$ cat config.mk
export PLATFORM = sky130hd
export DESIGN_NAME = sram_port_ctrl
export DESIGN_NICKNAME = d
export VERILOG_FILES = /design/src/rtl/sram_port_ctrl.sv
export SDC_FILE = /design/constraint.sdc
export NUM_CORES = 1
export LEC_CHECK = 0
export ABC_AREA = 1
export CAP_MARGIN = 20
export CORE_UTILIZATION = 45
export DETAILED_ROUTE_END_ITERATION = 8
export PLACE_DENSITY = 0.83
export SYNTH_ARGS = -nofsm -noshare
export SYNTH_HDL_FRONTEND = slang
export SYNTH_SLANG_ARGS = --single-unit
$ cat constraint.sdc
create_clock -name CK -period 4.5 [get_ports CK]
set_clock_uncertainty 0.05 [all_clocks]
set_input_delay 0.9 -clock CK [delete_from_list [all_inputs] [get_ports CK]]
set_output_delay 0.9 -clock CK [all_outputs]
set_load 0.005 [all_outputs]
$ cat src/rtl/sram_port_ctrl.sv
// sram_port_ctrl: valid/ready front-end, pin driver and clear engine for a 1536x8 single-port SRAM macro.
// Define SRAM_WRVFY_EN to add a read-back verify after every in-range write (VFY state, vfy_err).
module sram_port_ctrl #(
  parameter int WORDS = 1536,
  parameter int AW = 11,
  parameter int DW = 8,
  parameter logic [DW-1:0] INIT_VAL = 8'h00
) (
  input  logic          CK,
  input  logic          RST,
  input  logic          req_vld,
  output logic          req_rdy,
  input  logic          req_wr,
  input  logic [AW-1:0] req_addr,
  input  logic [DW-1:0] req_wdata,
  output logic          rsp_vld,
  output logic [DW-1:0] rsp_rdata,
  output logic          rsp_err,
  input  logic          init_req,
  output logic          init_busy,
  output logic          CSB,
  output logic          WEB,
  output logic          OEB,
  output logic [AW-1:0] A,
  output logic [DW-1:0] DI,
  input  logic [DW-1:0] DO
`ifdef SRAM_WRVFY_EN
  ,
  output logic          vfy_err
`endif
);
`ifdef SRAM_WRVFY_EN
  typedef enum logic [1:0] {IDLE, INIT, VFY} state_t;
`else
  typedef enum logic [1:0] {IDLE, INIT} state_t;
`endif
  localparam logic [AW-1:0] LAST = AW'(WORDS - 1);
  state_t state;
  logic acc, in_range;
  logic p1_vld, p1_err, p2_vld, p2_err;
`ifdef SRAM_WRVFY_EN
  logic p1_chk, p2_chk;
  logic [DW-1:0] p1_exp, p2_exp;
`endif
  assign req_rdy = (state == IDLE) & ~init_req;
  assign acc = req_vld & req_rdy;
  assign in_range = int'(req_addr) < WORDS;
  always_ff @(posedge CK) begin
    if (RST) begin
      state <= IDLE;
      CSB <= 1'b1;
      WEB <= 1'b1;
      OEB <= 1'b1;
      A <= '0;
      DI <= '0;
      rsp_vld <= 1'b0;
      rsp_rdata <= '0;
      rsp_err <= 1'b0;
      init_busy <= 1'b0;
      p1_vld <= 1'b0;
      p1_err <= 1'b0;
      p2_vld <= 1'b0;
      p2_err <= 1'b0;
`ifdef SRAM_WRVFY_EN
      p1_chk <= 1'b0;
      p2_chk <= 1'b0;
      p1_exp <= '0;
      p2_exp <= '0;
      vfy_err <= 1'b0;
`endif
    end else begin
      OEB <= 1'b0;
      CSB <= 1'b1;
      WEB <= 1'b1;
      // Out-of-range slots travel the pipeline with an error tag instead of touching the macro
      p1_vld <= acc;
      p1_err <= acc & ~in_range;
      p2_vld <= p1_vld;
      p2_err <= p1_err;
      rsp_vld <= p2_vld;
      rsp_err <= p2_err;
      rsp_rdata <= p2_err ? '0 : DO;
`ifdef SRAM_WRVFY_EN
      p1_chk <= 1'b0;
      p2_chk <= p1_chk;
      p2_exp <= p1_exp;
      rsp_err <= p2_err | (p2_chk & (DO != p2_exp));
      if (p2_vld & p2_chk & (DO != p2_exp)) vfy_err <= 1'b1;
`endif
      case (state)
        IDLE: begin
          if (init_req) begin
            state <= INIT;
            CSB <= 1'b0;
            WEB <= 1'b0;
            A <= '0;
            DI <= INIT_VAL;
            init_busy <= 1'b1;
`ifdef SRAM_WRVFY_EN
            vfy_err <= 1'b0;
`endif
          end else if (acc & in_range) begin
            CSB <= 1'b0;
            WEB <= ~req_wr;
            A <= req_addr;
            if (req_wr) DI <= req_wdata;
`ifdef SRAM_WRVFY_EN
            // The write itself yields no response; the follow-up read does
            if (req_wr) begin
              state <= VFY;
              p1_vld <= 1'b0;
            end
`endif
          end
        end
        INIT: begin
          if (A == LAST) begin
            state <= IDLE;
            init_busy <= 1'b0;
          end else begin
            CSB <= 1'b0;
            WEB <= 1'b0;
            A <= A + AW'(1);
          end
        end
`ifdef SRAM_WRVFY_EN
        VFY: begin
          state <= IDLE;
          CSB <= 1'b0;
          p1_vld <= 1'b1;
          p1_chk <= 1'b1;
          p1_exp <= DI;
        end
`endif
        default: state <= IDLE;
      endcase
    end
  end
endmodule

## After elaboration in Yosys (flattened, before gate mapping)

Cells that the tools add are included.

| storage, ports and cells | value |
|---|---|
| output and inout bits | 34 |
| latch bits | 0 |
| memories | 0 |
| flip-flop bits (word level) | 39 |
| memory bits (read-only) | 0 |
| input bits | 32 |
| bits in writable memories | 0 |

| cells by class | value |
|---|---|
| add/subtract/negate cells | 1 |
| divide/modulo/power cells | 0 |
| multiply operators | 0 |
| order comparisons | 1 |
| mux-type cells | 21 |
| reduce and logical (&&, ||, !) cells | 9 |
| bitwise operators | 7 |
| equal/unequal tests | 6 |
| shift-type cells | 0 |

Operator list:

| cell | number |
|---|---|
| two-way mux 11 bit | 3 |
| two-way mux 8 bit | 3 |
| one-hot mux 11 bit (2 select lines) | 1 |
| adder 11 x 1 -> 11 bit (second input constant) | 1 |
| equality test 11 bit (second input constant) | 1 |
| less-than comparator 11 bit (second input constant) | 1 |
| AND reduction 3 bit | 3 |
| two-way mux 1 bit | 8 |
| inequality test 2 bit (second input constant) | 3 |
| one-hot mux 1 bit (2 select lines) | 3 |
| nonzero test 2 bit | 3 |
| bitwise AND 1 bit | 4 |
| two-way mux 2 bit | 2 |
| one-hot mux 2 bit (2 select lines) | 1 |
| inequality test 3 x 2 -> 1 bit (second input constant) | 1 |
| NOT 1 bit | 3 |
| equality test 2 x 1 -> 1 bit (second input constant) | 1 |
| logical NOT 2 bit | 1 |
| AND reduction 2 bit | 1 |
| OR reduction 2 bit | 1 |

## Logic depth before layout (Yosys ltp)

| depth | value |
|---|---|
| word-level depth | 7 |
| mapped depth | 9 |
| mapped depth without buffers | 8 |

## Worst setup path before layout

OpenSTA, ideal clock, no wires.

| timing path | value |
|---|---|
| kind | input to output |
| from | in init_req |
| to | out req_rdy |
| data required time | 3550 ps |
| path slack | 2312 ps |
| path buffers | 1 |
| stages on the path | 2 |
| arrival | 1238 ps |
| cell sequence | nor2_4 -> buf_2 |

| between the ends | value |
|---|---|
| cells in the longest elaborated chain, start to end | 2 |

Ends and longest elaborated chain:

| element | RTL line | RTL |
|---|---|---|
| from (decl) | 19 | `input logic init_req,` |
| NOT 1 bit | 45 | `assign req_rdy = (state == IDLE) & ~init_req;` |
| bitwise AND 1 bit | 45 |  |
| to (decl) | 12 | `output logic req_rdy,` |

No other way between the ends.

## Final worst setup path

Ends and elaborated chain as after synthesis.

==> flow_summary.yaml <==
sta:
  worst_pin_slew_ns: 0.598
  max_freq_mhz: 312
  relSlewSlack_pct: 60.1
  hold_violations: 0
  finalSetupViolations: 0
  hold_ws_ns: 0.360
  fin_crit_sh_pct: 71.2
  report.final.slew_viol_count: 0
  fin_tns_setup_ns: 0
  rsz0062_at_grt: "false"
  period_needed_ns: 3.21
drt:
  routed_wl_um: 3800
  dr.pass1.iters: 4
  drc_errors: 0
  antenna_left: 0
  wl_per_cell_um: 10.7
  drtIter0Drc: 86
  via_per_inst: 4.75
  vias: 1681
setup_path:
  setup.worst_path.start_class: "input pin"
  end_kind: "primary output"
  worstPathMaxFanout: 16
  crit_start: "init_req"
  r2r-start: "init_busy"
  critPathKind: "in -> out"
  crit_required_ns: 3.55
  cp.arrival_ns: 2.26
floorplan:
  num_rows: 21
  die_y_um: 62.1
  io_pins: 66
  die_area_um2: 3850
  die_w_um: 62.1
  initial_utilization_pct: 47.9
  core_um2: 3390
cts:
  postCtsResizedCells: 0
  hold_buffers: 0
  cts_root_buf: "clkbuf_4"
  clockBufferDepth: 2
  cts_setup_buffers: 0
  clkLatencyLatePin_ns: 0.34
  clkSinkCount: 37
  tritoncts: "built"
  cts.htree.levels: 2
  tritoncts.num_buffers: 5
  clk_pin_slew_ns: 0.12
min_path:
  min-delay-start: "p1_vld"
  hold_class: "reg -> reg"
finish:
  final_common_cell: "nand2_1"
  postLayoutCoreUtil_pct: 69.4
  instances_no_fill: 354
  area_growth_pct: 45.0
  fin_nets: 340
  most-common-layout-cells: "nand2_1, clkdlybuf4s50_1, nor2_1"
  drive_gt1_share_pct: 6.17
  diodes: 0
synth:
  synth_cell_types: 23
  yosysWarnings: 0
  synth_nets: 273
  ys_ff_latch: 37
  synth.avg_cell_area_um2: 6.76
  syn_inst: 240
  syn_area_um2: 1620
  ys_seq_area_share_pct: 45.6
placement:
  dpl.cell_count: 346
  hpwl_um: 2730
  numPortBuffers: 65
  place_congestion: 0.891
grt:
  grt_pass1_wl_um: 5940
  grt_use_total_pct: 21.2
  grt_antenna_before_repair: 0
  grt_max_degree: 18
  grt_pass1_vias: 1391
  gr-total-overflow: 0
power_and_ir_drop:
  swShare_pct: 27.9
  p_comb_share_pct: 19.1
  cellLeakagePower_nw: 0.995
  p_per_area_nw_per_um2: 280
  p_seq_share_pct: 54.8
  irDropWorstVdd_uv: 198
  clockPowerShare_pct: 26.1
  p_int_mw: 0.475
  p_switching_mw: 0.184
status:
  outcome: "complete, no violations"
run:
  drv_cap: 0
## Yosys cell counts, drive strengths merged
library cell   n  area [µm²]
buf            3        25.0
nor2          52         210
nand2         78         305
o21bai         1        7.51
o21ai          6        30.0
inv           28         105
a21oi         11        58.8
dfxtp         37         741
ha             1        12.5
nand3         17        95.1
nor3           2        10.0
o2bb2ai        1        8.76
nand4          1        6.26
clkbuf         2        7.51
## stage by stage
step	setup WS (ns)	cell area, µm²	power, mW
2_1_floorplan	2.31	1620	0.423
3_3_place_gp	1.30	2300	0.492
3_5_place_dp	1.29	2300	0.494
4_1_cts	1.29	2350	0.667
5_1_grt	1.22	2350	0.699
6_report	1.29	2350	0.659
## power by group through the flow
stage / Clock (mW) / Sequential [mW] / Combinational (mW)
floorplan: 0 / 0.366 / 0.0566
global placement: 0 / 0.368 / 0.124
detailed placement: 0 / 0.369 / 0.126
CTS: 0.180 / 0.361 / 0.127
global route: 0.194 / 0.364 / 0.140
finish: 0.172 / 0.361 / 0.126
## final timing paths
check | endpoint | slack (ns) | depth (start not counted)
worst min-delay path | p2_vld | 0.36 | 2
worst min register to register | p2_vld | 0.36 | 2
worst max register to register | DI[3] | 2.66 | 6
worst max-delay path | req_rdy | 1.29 | 3
## flip-flops by register name (all words and copies together), names as in the netlist
signal     flops
A             11
DI             8
rsp_rdata      8
CSB            1
OEB            1
WEB            1
init_busy      1
p1_err         1
p1_vld         1
p2_err         1
p2_vld         1
rsp_err        1
rsp_vld        1
## logic make-up (layout without fill, tap and decap cells)
logic type | count (synthesis) | count (layout) | synth area share (%)
compound gates | 19 | 19 | 6.48
fa+ha+maj | 1 | 1 | 0.771
buf+inv | 33 | 101 | 8.48
flops | 37 | 37 | 45.6
simple gates | 150 | 150 | 38.6
## cell type report
type                    count  area, µm²
multi-input cells         170        744
well taps                  46       57.6
fillers                   298       1040
inverters                  28        105
clock inverters             3       17.5
clock buffers               5       37.5
flip-flops and latches     37        741
repair buffers             65        651
## per-layer routing
| layer | up-vias | GRT usage (%) | share of wire, % |
|---|---|---|---|
| met2 | 78 | 36.8 | 46 |
| met3 | 10 | 6.63 | 9.7 |
| met1 | 721 | 23.4 | 42 |
| li1 | 872 | - | - |
| met4 | 0 | 10.5 | 1.9 |
| met5 | - | 0 | 0 |
## critical path: stages
cell and delay [ns]:
clkdlybuf4s50_1 0.45, nor2_4 0.32, clkdlybuf4s50_1 0.57
No activity file was read; power rests on OpenSTA's default activity.
